### config.mk
export PLATFORM = sky130hd
export DESIGN_NAME = key_debounce
export DESIGN_NICKNAME = d
export VERILOG_FILES = /design/src/rtl/key_debounce.sv
export SDC_FILE = /design/constraint.sdc
export NUM_CORES = 1
export LEC_CHECK = 0
export BUFFER_PORTS_ARGS = -buffer_cell sky130_fd_sc_hd__buf_2
export CORE_AREA = 2 2 53 55
export CTS_CLUSTER_SIZE = 28
export DETAILED_ROUTE_END_ITERATION = 8
export DIE_AREA = 0 0 55 57
export HOLD_SLACK_MARGIN = 0.1
export PLACE_DENSITY = 0.78
export SLEW_MARGIN = 5
export SYNTH_ARGS = -nofsm -noshare
export SYNTH_HDL_FRONTEND = slang
export SYNTH_SLANG_ARGS = --single-unit
### constraint.sdc
create_clock -name clk -period 3.1 [get_ports clk]
set_input_delay 0.62 -clock clk [delete_from_list [all_inputs] [get_ports clk]]
set_output_delay 0.62 -clock clk [all_outputs]
set_load 0.01 [all_outputs]
### src/rtl/key_debounce.sv
// Raw active-low key pins -> synchronised, debounced key_state plus a press/release event FIFO.
// Optional KEY_RELEASE_EVENTS_EN: when defined, release flips also queue events (default: presses only).
module key_debounce #(
    parameter  int N_KEYS          = 2,
    parameter  int DEBOUNCE_CYCLES = 4,
    parameter  int FIFO_DEPTH      = 4,
    localparam int KIDX_W          = (N_KEYS > 1) ? $clog2(N_KEYS) : 1
) (
    input  logic              clk,
    input  logic              rst_n,
    input  logic [N_KEYS-1:0] key_n,
    output logic [N_KEYS-1:0] key_state,
    output logic              ev_valid,
    output logic [KIDX_W:0]   ev_data,
    input  logic              ev_ready,
    output logic              ovf,
    input  logic              ovf_clr
);

    localparam int CNT_W = $clog2(DEBOUNCE_CYCLES);
    localparam int PTR_W = $clog2(FIFO_DEPTH);
    localparam int EV_W  = KIDX_W + 1;
    localparam logic [CNT_W-1:0] CNT_LAST  = CNT_W'(DEBOUNCE_CYCLES - 1);
    localparam logic [PTR_W:0]   FIFO_FULL = (PTR_W + 1)'(FIFO_DEPTH);

    logic [N_KEYS-1:0]             meta_q, sync_q;
    logic [N_KEYS-1:0]             stable_q, stable_d;
    logic [N_KEYS-1:0][CNT_W-1:0]  cnt_q, cnt_d;
    logic [N_KEYS-1:0]             key_state_q, key_state_d;
    logic [N_KEYS-1:0]             pending_q, pending_d;
    logic [N_KEYS-1:0]             dir_q, dir_d;
    logic [FIFO_DEPTH-1:0][EV_W-1:0] mem_q, mem_d;
    logic [PTR_W-1:0]              wr_ptr_q, wr_ptr_d;
    logic [PTR_W-1:0]              rd_ptr_q, rd_ptr_d;
    logic [PTR_W:0]                count_q, count_d;
    logic                          ovf_q, ovf_d;

    logic [N_KEYS-1:0] flip;
    logic [N_KEYS-1:0] ev_flip;
    logic [N_KEYS-1:0] grant_oh;
    logic [KIDX_W-1:0] grant_idx;
    logic [EV_W-1:0]   push_data;
    logic              push, pop, full, drop, wr_en;

    // First synchroniser stage is a plain flop with nothing in front of it.
    always_ff @(posedge clk or negedge rst_n) begin
        if (!rst_n) begin
            meta_q <= '1;
            sync_q <= '1;
        end else begin
            meta_q <= key_n;
            sync_q <= meta_q;
        end
    end

    always_comb begin
        stable_d = stable_q;
        cnt_d    = cnt_q;
        flip     = '0;
        for (int k = 0; k < N_KEYS; k++) begin
            if (sync_q[k] != stable_q[k]) begin
                if (cnt_q[k] == CNT_LAST) begin
                    stable_d[k] = sync_q[k];
                    cnt_d[k]    = '0;
                    flip[k]     = 1'b1;
                end else begin
                    cnt_d[k] = cnt_q[k] + CNT_W'(1);
                end
            end else begin
                cnt_d[k] = '0;
            end
        end
        key_state_d = ~stable_d;
    end

    // A flip to stable 0 is a press; only those queue unless release events are enabled.
    always_comb begin
`ifdef KEY_RELEASE_EVENTS_EN
        ev_flip = flip;
`else
        ev_flip = flip & ~sync_q;
`endif
        dir_d = dir_q;
        for (int k = 0; k < N_KEYS; k++) begin
            if (ev_flip[k]) begin
                dir_d[k] = ~sync_q[k];
            end
        end
    end

    always_comb begin
        grant_oh  = pending_q & (~pending_q + N_KEYS'(1));
        grant_idx = '0;
        for (int k = N_KEYS - 1; k >= 0; k--) begin
            if (pending_q[k]) begin
                grant_idx = KIDX_W'(k);
            end
        end
        push_data = {dir_q[grant_idx], grant_idx};
        push      = |pending_q;
        pending_d = (pending_q & ~grant_oh) | ev_flip;
    end

    // A push into a full FIFO is dropped unless a pop frees the slot in the same cycle.
    always_comb begin
        ev_valid = (count_q != '0);
        full     = (count_q == FIFO_FULL);
        pop      = ev_valid && ev_ready;
        drop     = push && full && !pop;
        wr_en    = push && !drop;

        mem_d    = mem_q;
        wr_ptr_d = wr_ptr_q;
        rd_ptr_d = rd_ptr_q;
        count_d  = count_q;
        if (wr_en) begin
            mem_d[wr_ptr_q] = push_data;
            wr_ptr_d        = wr_ptr_q + PTR_W'(1);
        end
        if (pop) begin
            rd_ptr_d = rd_ptr_q + PTR_W'(1);
        end
        if (wr_en && !pop) begin
            count_d = count_q + (PTR_W + 1)'(1);
        end else if (pop && !wr_en) begin
            count_d = count_q - (PTR_W + 1)'(1);
        end

        if (drop) begin
            ovf_d = 1'b1;
        end else if (ovf_clr) begin
            ovf_d = 1'b0;
        end else begin
            ovf_d = ovf_q;
        end
    end

    always_ff @(posedge clk or negedge rst_n) begin
        if (!rst_n) begin
            stable_q    <= '1;
            cnt_q       <= '0;
            key_state_q <= '0;
            pending_q   <= '0;
            dir_q       <= '0;
            mem_q       <= '0;
            wr_ptr_q    <= '0;
            rd_ptr_q    <= '0;
            count_q     <= '0;
            ovf_q       <= 1'b0;
        end else begin
            stable_q    <= stable_d;
            cnt_q       <= cnt_d;
            key_state_q <= key_state_d;
            pending_q   <= pending_d;
            dir_q       <= dir_d;
            mem_q       <= mem_d;
            wr_ptr_q    <= wr_ptr_d;
            rd_ptr_q    <= rd_ptr_d;
            count_q     <= count_d;
            ovf_q       <= ovf_d;
        end
    end

    assign key_state = key_state_q;
    assign ev_data   = ev_valid ? mem_q[rd_ptr_q] : '0;
    assign ovf       = ovf_q;

endmodule

==> run_results.csv, run 1 <==
group,metric,value,unit
place,dp_slack,0.462,ns
final_layout,final_nets,133,
pwr,cellPowerDensity,957,nW/um2
synthesis,postSynthAreaPerCell,13.0,um2
timing,layout_setup_ws,0.793,ns
outcome,run_status,"finished clean",
cts,clk-insertion-delay-late,0.33,ns
setup_path,worstSetupStartpointType,"register",
die,floorplan.rows,19,
cts,cts_tree,"yes",
synthesis,yosys.area.top_type,"sky130_fd_sc_hd__dfrtp_1",
grt,grt.overflow.total,0,
setup_path,setup.worst_path.start,"count_q[0]",
pwr,static-leakage-power,0.000709,uW
timing,min_period_over_period,74.4,%
die,fp.dieW,55,um
timing,timing.hold.ws,0.322,ns
timing,setup-tns-final,0,ns
timing,fin_worst_skew,0.00395,ns
drt,dr_drc_count,0,
grt,antenna_found_initial,0,
setup_path,endpoint_kind,"register",
cts,cts.hold.buffers_added,0,
timing,final-hold-violation-count,0,
synthesis,synthCells,105,
cts,numClockSinks,32,
synthesis,synth.distinct_cells,30,
setup_path,cp_slowest_stage_delay,0.61,ns
min_path,holdCritPathClass,"input port to async pin",
final_layout,post_route_cells_drive_above_1_share,26.7,%
grt,grt_use_total,17.2,%
cts,cts_post_setup_buffers_inserted,0,
grt,grt_start_max_net_pins,33,
die,core-area,2620,um2
timing,grt_setup_unrepaired,"false",
drt,detailroute.via_count,804,
job,drv.max_cap_violation_count,0,
cts,clkSlewWorstSetupHoldPaths,0.10,ns
setup_path,critical_path.n_buffers_inverters,1,
place,detailedPlacementHpwl,1.59,mm
cts,cts_inserted_buffers,5,
synthesis,yosys-top-cells-area,"sky130_fd_sc_hd__dfrtp_1, sky130_fd_sc_hd__dfstp_2, sky130_fd_sc_hd__ha_1, sky130_fd_sc_hd__a31oi_1, sky130_fd_sc_hd__xnor2_1",
setup_path,worstPathArrival,2.53,ns
drt,drt_first_pass_iters,4,
final_layout,sequential_cell_area,808,um2
grt,via_count_of_the_first_global_routing_pass,826,
place,post_dp_cell_area,1440,um2
pwr,ir_worst_vdd,0.642,mV
setup_path,r2r_start,"count_q[0]",
place,gp_weighted_congestion,0.814,
grt,grt_pass1_wl,3.78,mm
setup_path,reg2reg_setup_slack,0.79,ns
setup_path,r2r-end,"count_q[1]",
timing,relSlewSlack,54.5,%
synthesis,ys_seq_elements,32,
synthesis,area_share_of_the_leading_cell_type_in_the_synthesized_netlist,47.7,%
synthesis,synth.yosys.seq_area_share,59.2,%
die,chipHeight,57,um
setup_path,path_max_fanout,12,
final_layout,num_antenna_cells,0,
final_layout,flow.area_growth_from_synthesis,11.0,%
setup_path,cpMaxStageDelayCell,"sky130_fd_sc_hd__or4b_4",
drt,wl,2.11,mm
drt,wire_per_inst,14.0,um
setup_path,critPathRequiredTime,3.32,ns
synthesis,synth_edf_count,0,
cts,cts-root-buf,"sky130_fd_sc_hd__clkbuf_4",
die,initial_core_util,52.2,%
setup_path,critPathCapture,"count_q[1]",
drt,detail_route.iter0.violations,18,
die,top_level_ports,12,
timing,worst-slew-pin-transition,0.682,ns
setup_path,count_of_cell_instances_traversed_by_the_critical_path,6,
final_layout,stdcell_area,1520,um2
setup_path,ff2ff_path_depth,6,
synthesis,netlist_area,1370,um2
drt,final_antenna_net_count,0,
timing,period_minus_slack,2.31,ns
cts,clock_path_buffers,2,
timing,maxSlewViolCount,0,
synthesis,synthFlopType,"sky130_fd_sc_hd__dfrtp_1",
pwr,p_total,1450,uW
synthesis,async_reset_ff_share,100,%
synthesis,synth_warnings,0,
cts,postCtsResizedCells,0,
cts,htree_num_levels,2,
drt,routed_via_density,5.32,
setup_path,path_cells,"or4b_4, and2_4, ha_1, inv_1, fa_1, mux2_2",
final_layout,num-fill-cells,220,
setup_path,crit_type,"register to register",
setup_path,cp_top_family,"simple AND/OR/NAND/NOR gates",
place,portBuffers,11,
timing,max_freq,0.433,GHz
synthesis,syn_nets,119,
die,floorplan.die_area,3140,um2
final_layout,multiInputGateArea,510,um2
timing,setup_viol_count_final,0,
[per-stage QoR]
| step | instances | utilization, % |
|---|---|---|
| 2_1_floorplan | 105 | - |
| 3_3_place_gp | 143 | 54.9 |
| 3_5_place_dp | 143 | 54.9 |
| 4_1_cts | 151 | 57.9 |
| 5_1_grt | 151 | 57.9 |
| 6_report | 151 | 57.9 |
[kinds of logic after synthesis]
logic type                 count (synthesis)  share of synthesized area (%)
DFF                                       32                           59.2
adders and majority gates                  8                           7.88
AOI/OAI and AO/OA                         18                           7.79
and+or+nand+nor                           23                           10.3
xor gates and xnor gates                   8                           5.13
muxes                                      6                           6.32
buffers and inverters                     10                           3.39
[area by class of cell]
cell class | instances | share of cell area, %
clock buffer | 5 | 2.48
clock inverter | 3 | 2.81
inverter | 6 | 1.49
multi-input combinational | 63 | 33.7
sequential | 32 | 53.3
tap | 31 | 2.56
timing repair buffer | 11 | 3.63
[worst min path at each step]
stage / slack (ns) / startpoint / cells after the start / endpoint
after CTS: 0.33 / rst_n / 1 / mem_q[2]
after global placement: 0.35 / meta_q[1] / 0 / sync_q[1]
after global routing: 0.34 / key_n[0] / 1 / meta_q[0]
after detailed placement: 0.35 / meta_q[0] / 0 / sync_q[0]
final: 0.32 / rst_n / 1 / mem_q[2]
after floorplan: 0.32 / rst_n / 0 / cnt_q[0]
[layout by cell type, fill, tap and decap left out, types with 2 or more instances in the layout]
cell,synthesis,routed
sky130_fd_sc_hd__a21oi_1,4,4
sky130_fd_sc_hd__a31oi_1,12,12
sky130_fd_sc_hd__and2_1,3,3
sky130_fd_sc_hd__buf_2,1,11
sky130_fd_sc_hd__clkbuf_4,0,5
sky130_fd_sc_hd__dfrtp_1,26,26
sky130_fd_sc_hd__dfstp_2,6,6
sky130_fd_sc_hd__ha_1,7,7
sky130_fd_sc_hd__inv_1,6,6
sky130_fd_sc_hd__mux2i_1,3,3
sky130_fd_sc_hd__mux4_2,2,2
sky130_fd_sc_hd__nand2_1,3,3
sky130_fd_sc_hd__nand3_1,2,2
sky130_fd_sc_hd__nor2_1,2,2
sky130_fd_sc_hd__nor2b_1,3,3
sky130_fd_sc_hd__nor3_1,2,2
sky130_fd_sc_hd__or2_2,2,2
sky130_fd_sc_hd__xnor2_1,6,6
sky130_fd_sc_hd__xor2_1,2,2
[Yosys cell counts, types with 2 or more instances]
library cell	instances
sky130_fd_sc_hd__mux2i_1	3
sky130_fd_sc_hd__nor2b_1	3
sky130_fd_sc_hd__nand3_1	2
sky130_fd_sc_hd__xor2_1	2
sky130_fd_sc_hd__and2_1	3
sky130_fd_sc_hd__or2_2	2
sky130_fd_sc_hd__nand2_1	3
sky130_fd_sc_hd__nor3_1	2
sky130_fd_sc_hd__a31oi_1	12
sky130_fd_sc_hd__ha_1	7
sky130_fd_sc_hd__clkbuf_1	2
sky130_fd_sc_hd__nor2_1	2
sky130_fd_sc_hd__a21oi_1	4
sky130_fd_sc_hd__inv_1	6
sky130_fd_sc_hd__xnor2_1	6
sky130_fd_sc_hd__mux4_2	2
sky130_fd_sc_hd__dfstp_2	6
sky130_fd_sc_hd__dfrtp_1	26
[layer usage]
metal  GRT usage, %  vias up  share of wire [%]
li1               -      390                  -
met1           21.8      391                 44
met2           26.2       19                 50
met3           7.07        4                4.8
met4           6.97        0                1.5
met5              0        -                  0
[where the power goes]
part / leakage [uW] / total, uW / internal, uW / switching [uW]
sequential: 0.000392 / 696 / 581 / 115
clock: 0.0000412 / 309 / 168 / 141
combinational: 0.000276 / 445 / 227 / 218
[state kept, by name, indices dropped and copies added (netlist names)]
name and cells:
cnt_q 4, mem_q 8, ovf 1, rd_ptr_q 2, pending_q 2, sync_q 2, count_q 3, meta_q 2
stable_q 2, dir_q 2, wr_ptr_q 2, key_state 2
Note: power is estimated with default switching activity, not from simulation.
==> run 2: changes to the inputs <==
--- a/config.mk
+++ b/config.mk
@@ -6,12 +6,12 @@
 export NUM_CORES = 1
 export LEC_CHECK = 0
 export BUFFER_PORTS_ARGS = -buffer_cell sky130_fd_sc_hd__buf_2
-export CORE_AREA = 2 2 53 55
+export CORE_AREA = 2 2 55 57
 export CTS_CLUSTER_SIZE = 28
 export DETAILED_ROUTE_END_ITERATION = 8
-export DIE_AREA = 0 0 55 57
+export DIE_AREA = 0 0 57 59
 export HOLD_SLACK_MARGIN = 0.1
-export PLACE_DENSITY = 0.78
+export PLACE_DENSITY = 0.76
 export SLEW_MARGIN = 5
 export SYNTH_ARGS = -nofsm -noshare
 export SYNTH_HDL_FRONTEND = slang
==> constraint.sdc (replaced) <==
create_clock -name clk -period 1.9 [get_ports clk]
set_input_delay 0.38 -clock clk [delete_from_list [all_inputs] [get_ports clk]]
set_output_delay 0.38 -clock clk [all_outputs]
set_load 0.01 [all_outputs]
==> run 2 against run 1 <==
Effect of this change:
- non-clock buffer count grew 18
- critical path depth unchanged
- via count is 13% higher
- power rose by 81%
- critical path type unchanged
- largest cell class unchanged
- the run now ends with setup timing left
==> run_results.csv, run 2 (synthesis gave the netlist of run 1 again) <==
group,metric,value,unit
drt,routed_via_density,5.37,
final_layout,num-fill-cells,214,
drt,wire_per_inst,14.3,um
grt,grt_start_max_net_pins,33,
final_layout,most-common-layout-cells,"sky130_fd_sc_hd__dfrtp_1, sky130_fd_sc_hd__buf_4, sky130_fd_sc_hd__a31oi_1",
cts,cts_inserted_buffers,5,
grt,antenna_found_initial,0,
die,fp.dieW,57,um
timing,grt_setup_unrepaired,"true",
timing,maxSlewViolCount,0,
timing,min_period_over_period,109,%
setup_path,cp_top_family,"simple AND/OR/NAND/NOR gates",
drt,detailroute.via_count,907,
die,initial_core_util,50.4,%
place,placed_instance_count,157,
timing,fin_worst_skew,0.0122,ns
outcome,violations,"setup timing",
die,chipHeight,59,um
setup_path,cp_slowest_stage_delay,0.52,ns
outcome,run_status,"finished, violations left",
pwr,cellPowerDensity,1540,nW/um2
timing,relSlewSlack,55.2,%
pwr,static-leakage-power,0.000812,uW
drt,detail_route.iter0.violations,25,
cts,cts_tree,"yes",
timing,max_freq,0.482,GHz
die,core-area,2710,um2
final_layout,mostFrequentLayoutCell,"sky130_fd_sc_hd__dfrtp_1",
setup_path,r2r-end,"count_q[1]",
setup_path,critPathRequiredTime,2.12,ns
final_layout,flow.area_growth_from_synthesis,25.1,%
min_path,holdCritPathClass,"input port to register",
cts,htree_num_levels,2,
final_layout,largest_reg_flops,8,
cts,numClockSinks,32,
timing,period_minus_slack,2.07,ns
min_path,min_delay_worst_endpoint,"meta_q[1]",
setup_path,crit_type,"register to register",
place,post_dp_cell_area,1560,um2
setup_path,ff2ff_path_depth,6,
grt,grt_use_total,16.4,%
die,floorplan.rows,19,
grt,grt_pass1_wl,3.99,mm
cts,clkSlewWorstSetupHoldPaths,0.10,ns
place,detailedPlacementHpwl,1.67,mm
die,floorplan.die_area,3360,um2
pwr,ir_worst_vdd,1.21,mV
timing,layout_setup_ws,-0.173,ns
setup_path,reg2reg_setup_slack,-0.17,ns
setup_path,r2r_start,"count_q[0]",
setup_path,path_cells,"or4b_4, and2_4, ha_4, inv_2, fa_2, mux2_2",
timing,final-hold-violation-count,0,
cts,clk-insertion-delay-late,0.34,ns
setup_path,count_of_cell_instances_traversed_by_the_critical_path,6,
grt,grt.overflow.total,0,
die,top_level_ports,12,
cts,cts-root-buf,"sky130_fd_sc_hd__clkbuf_4",
setup_path,endpoint_kind,"register",
timing,worst-slew-pin-transition,0.673,ns
place,gp_weighted_congestion,0.781,
min_path,hold_depth,1,
drt,wl,2.41,mm
timing,setup_viol_count_final,4,
place,portBuffers,11,
final_layout,layout.core_utilization,63.0,%
final_layout,final-instance-count-excl-fill,169,
final_layout,final_nets,151,
drt,drt_first_pass_iters,4,
final_layout,stdcell_area,1710,um2
setup_path,worstSetupStartpointType,"register",
setup_path,path_max_fanout,2,
setup_path,critical_path.n_buffers_inverters,1,
drt,dr_drc_count,0,
drt,final_antenna_net_count,0,
min_path,worst_hold_startpoint,"key_n[1]",
cts,clock_path_buffers,2,
final_layout,num_antenna_cells,0,
job,drv.max_cap_violation_count,0,
setup_path,cpMaxStageDelayCell,"sky130_fd_sc_hd__or4b_4",
grt,via_count_of_the_first_global_routing_pass,904,
final_layout,layout_top_registers,"mem_q (8), cnt_q (4), count_q (3)",
final_layout,post_route_cells_drive_above_1_share,39.9,%
setup_path,worstPathArrival,2.30,ns
final_layout,regMostFlops,"mem_q",
[run 2: cell count changes in the layout (fill, tap and decap cells not counted), moves of 2 or more]
cell and delta:
sky130_fd_sc_hd__buf_4 +15, sky130_fd_sc_hd__buf_6 +5, sky130_fd_sc_hd__buf_2 -3, sky130_fd_sc_hd__and2_1 -2, sky130_fd_sc_hd__and2_4 +2
[run 2: timing repair]
action                                  4_1_cts  5_1_grt
hold endpoints to repair                     26        0
gates resized for setup                       5        5
hold buffers                                  1        0
gates cloned                                  0        0
endpoints found under the setup margin        5        5
setup buffers                                 1        2
pin swaps                                     4        4
[run 2: final cells by class]
class | count | area, um2 | area share [%]
clock buffer | 6 | 41.3 | 2.42
clock inverter | 2 | 35.0 | 2.05
inverter | 6 | 22.5 | 1.32
multi-input combinational | 63 | 543 | 31.8
sequential | 32 | 808 | 47.3
tap | 31 | 38.8 | 2.27
timing repair buffer | 29 | 219 | 12.8
[run 2: worst max path at each step]
stage,start,endpoint
after detailed placement,ev_ready,count_q[1]
after global placement,ev_ready,count_q[1]
final,count_q[0],count_q[1]
after global routing,count_q[1],count_q[2]
after floorplan,count_q[0],count_q[1]
after CTS,count_q[0],count_q[1]
[run 2: per-layer routing]
metal,up-vias,share of wire [%],GRT usage [%]
met3,6,4.4,4.59
met5,-,0,0
met1,441,43,19.8
met2,28,50,25.6
met4,0,2.6,11.6
li1,432,-,-
[run 2: report_power, final]
part           internal [uW]  switching [uW]  total (uW)
logic                    569             432        1000
registers                949             175        1120
clock network            276             233         508
[run 2: metrics by stage]
| step | total power (uW) | hold WS, ns | setup TNS [ns] | setup WS (ns) |
|---|---|---|---|---|
| final | 2630 | 0.135 | -0.551 | -0.173 |
| after global routing | 2790 | 0.112 | -0.808 | -0.230 |
| after CTS | 2580 | 0.123 | -0.566 | -0.180 |
| after detailed placement | 2010 | 0.350 | -0.423 | -0.255 |
| after global placement | 1940 | 0.347 | -0.316 | -0.218 |
| after floorplan | 1680 | 0.0844 | -0.394 | -0.276 |
==> run 3: changes to the inputs <==
--- a/config.mk
+++ b/config.mk
@@ -6,12 +6,13 @@
 export NUM_CORES = 1
 export LEC_CHECK = 0
 export BUFFER_PORTS_ARGS = -buffer_cell sky130_fd_sc_hd__buf_2
-export CORE_AREA = 2 2 55 57
+export CORE_AREA = 2 2 53 55
+export CTS_CLUSTER_DIAMETER = 200
 export CTS_CLUSTER_SIZE = 28
 export DETAILED_ROUTE_END_ITERATION = 8
-export DIE_AREA = 0 0 57 59
+export DIE_AREA = 0 0 55 57
 export HOLD_SLACK_MARGIN = 0.1
-export PLACE_DENSITY = 0.76
+export PLACE_DENSITY = 0.78
 export SLEW_MARGIN = 5
 export SYNTH_ARGS = -nofsm -noshare
 export SYNTH_HDL_FRONTEND = slang
==> constraint.sdc (replaced) <==
create_clock -name clk -period 1.99 [get_ports clk]
set_input_delay 0.398 -clock clk [delete_from_list [all_inputs] [get_ports clk]]
set_output_delay 0.398 -clock clk [all_outputs]
set_load 0.02 [all_outputs]
==> run 3 against run 2 <==
Effect of this change:
- the flow still finishes with violations (setup timing)
- first-iteration DRC count shrank 20%
- sequential power shrank 4%
- fmax shrank 0.61%
- register-to-register slack gained 0.08 ns
- power shrank 4.4%
- worst setup slack gained 0.077 ns
- global-route usage grew 1.1 points
- utilization grew 0.71 points
- via count shrank 3.3%
- clock skew is essentially flat
- highest routed layer unchanged
==> run_results.csv, run 3 (synthesis gave the netlist of run 1 again) <==
group,metric,value,unit
outcome,run_status,"finished, violations left",
outcome,violations,"setup timing",
final_layout,post_route_cells_drive_above_1_share,38.3,%
setup_path,worstPathArrival,2.31,ns
die,chipHeight,57,um
pwr,static-leakage-power,0.000786,uW
grt,via_count_of_the_first_global_routing_pass,846,
cts,htree_num_levels,2,
setup_path,critPathRequiredTime,2.22,ns
die,core-area,2620,um2
grt,antenna_found_initial,0,
cts,clk-insertion-delay-late,0.34,ns
min_path,holdCritPathClass,"input port to register",
final_layout,most-common-layout-cells,"sky130_fd_sc_hd__dfrtp_1, sky130_fd_sc_hd__a31oi_1, sky130_fd_sc_hd__buf_4",
grt,grt.overflow.total,0,
final_layout,num-fill-cells,208,
setup_path,setup.worst_path.start,"count_q[0]",
timing,maxSlewViolCount,0,
timing,setup-tns-final,-0.141,ns
cts,clock_path_buffers,2,
setup_path,reg2reg_setup_slack,-0.1,ns
timing,max_freq,0.479,GHz
setup_path,r2r-end,"count_q[1]",
final_layout,stdcell_area,1670,um2
drt,routed_via_density,5.35,
final_layout,regMostFlops,"mem_q",
die,top_level_ports,12,
drt,wire_per_inst,14.1,um
cts,cts_tree,"yes",
final_layout,multiInputGateArea,544,um2
setup_path,ff2ff_path_depth,6,
pwr,cellPowerDensity,1510,nW/um2
place,gp_weighted_congestion,0.811,
place,placed_instance_count,154,
timing,grt_setup_unrepaired,"true",
setup_path,crit_type,"register to register",
pwr,ir_worst_vdd,0.851,mV
timing,worst-slew-pin-transition,0.683,ns
setup_path,worstSetupStartpointType,"register",
drt,detailroute.via_count,877,
grt,grt_start_max_net_pins,33,
grt,grt_pass1_wl,3.75,mm
final_layout,final-instance-count-excl-fill,164,
final_layout,final_nets,146,
final_layout,largest_reg_flops,8,
timing,min_period_over_period,105,%
setup_path,critPathCapture,"count_q[1]",
place,dp_slack,-0.193,ns
grt,grt_use_total,17.5,%
final_layout,num_antenna_cells,0,
cts,clkSlewWorstSetupHoldPaths,0.10,ns
setup_path,endpoint_kind,"register",
drt,final_antenna_net_count,0,
timing,period_minus_slack,2.09,ns
setup_path,r2r_start,"count_q[0]",
timing,final-hold-violation-count,0,
die,floorplan.die_area,3140,um2
setup_path,path_max_fanout,2,
timing,relSlewSlack,54.5,%
die,initial_core_util,52.2,%
die,fp.dieW,55,um
cts,cts-root-buf,"sky130_fd_sc_hd__clkbuf_4",
final_layout,layout_top_registers,"mem_q (8), cnt_q (4), count_q (3)",
drt,drt_first_pass_iters,4,
timing,layout_setup_ws,-0.0956,ns
place,portBuffers,11,
drt,dr_drc_count,0,
die,floorplan.rows,19,
place,post_dp_cell_area,1540,um2
cts,numClockSinks,32,
job,drv.max_cap_violation_count,0,
drt,detail_route.iter0.violations,20,
timing,setup_viol_count_final,4,
final_layout,flow.area_growth_from_synthesis,22.1,%
drt,wl,2.31,mm
place,detailedPlacementHpwl,1.57,mm
timing,fin_worst_skew,0.0118,ns
final_layout,mostFrequentLayoutCell,"sky130_fd_sc_hd__dfrtp_1",
final_layout,sequential_cell_area,810,um2
cts,cts_inserted_buffers,5,
==> run 3: how the worst min path moves through the flow <==
stage	start	endpoint	cells after the start
2_1_floorplan	rst_n	cnt_q[0]	0
3_3_place_gp	meta_q[1]	sync_q[1]	0
3_5_place_dp	meta_q[0]	sync_q[0]	0
4_1_cts	key_n[1]	meta_q[1]	1
5_1_grt	key_n[1]	meta_q[1]	1
6_report	key_n[0]	meta_q[0]	1
==> run 3: routing by layer <==
| metal | vias to the layer above | part of all wire [%] | GRT usage, % | wire length [um] |
|---|---|---|---|---|
| li1 | 420 | - | - | - |
| met1 | 433 | 42 | 19.4 | 958 |
| met2 | 15 | 52 | 28.6 | 1190 |
| met3 | 9 | 3.8 | 7.07 | 88 |
| met4 | 0 | 2.8 | 8.36 | 65 |
| met5 | - | 0 | 0 | 0 |
==> run 3: where the power goes <==
| group | total, uW | leakage (uW) | switching, uW | internal (uW) |
|---|---|---|---|---|
| logic | 951 | 0.000354 | 437 | 514 |
| clock network | 490 | 0.0000412 | 228 | 262 |
| registers | 1070 | 0.000391 | 167 | 908 |
| total | 2520 | 0.000786 | 832 | 1680 |
==> run 3: worst max-delay path: stages, from the launching register on <==
cell                      delay [ns]
sky130_fd_sc_hd__dfrtp_1        0.41
sky130_fd_sc_hd__or4b_4         0.52
sky130_fd_sc_hd__and2_4         0.16
sky130_fd_sc_hd__ha_4           0.15
sky130_fd_sc_hd__inv_2          0.05
sky130_fd_sc_hd__fa_1           0.41
sky130_fd_sc_hd__mux2_4         0.28
==> run 3: stage by stage <==
step / hold WS [ns] / util, % / total power [uW]
2_1_floorplan: 0.102 / - / 1660
3_3_place_gp: 0.347 / 58.8 / 1870
3_5_place_dp: 0.347 / 58.8 / 1930
4_1_cts: 0.136 / 63.6 / 2530
5_1_grt: 0.120 / 63.7 / 2690
6_report: 0.157 / 63.7 / 2520
==> run 3: area by class of cell <==
| class | count | area share (%) |
|---|---|---|
| Inverter | 6 | 1.35 |
| Clock inverter | 3 | 2.55 |
| Sequential cell | 32 | 48.6 |
| Tap cell | 31 | 2.33 |
| Timing Repair Buffer | 24 | 10.3 |
| Multi-Input combinational cell | 63 | 32.7 |
| Clock buffer | 5 | 2.25 |
==> run 3: what timing repair did <==
item / CTS / global route
setup endpoints to repair: 5 / 4
pin swaps: 2 / 1
hold buffers: 1 / 0
setup buffers: 1 / 0
resized for setup: 9 / 1
endpoints found under the hold margin: 8 / 0
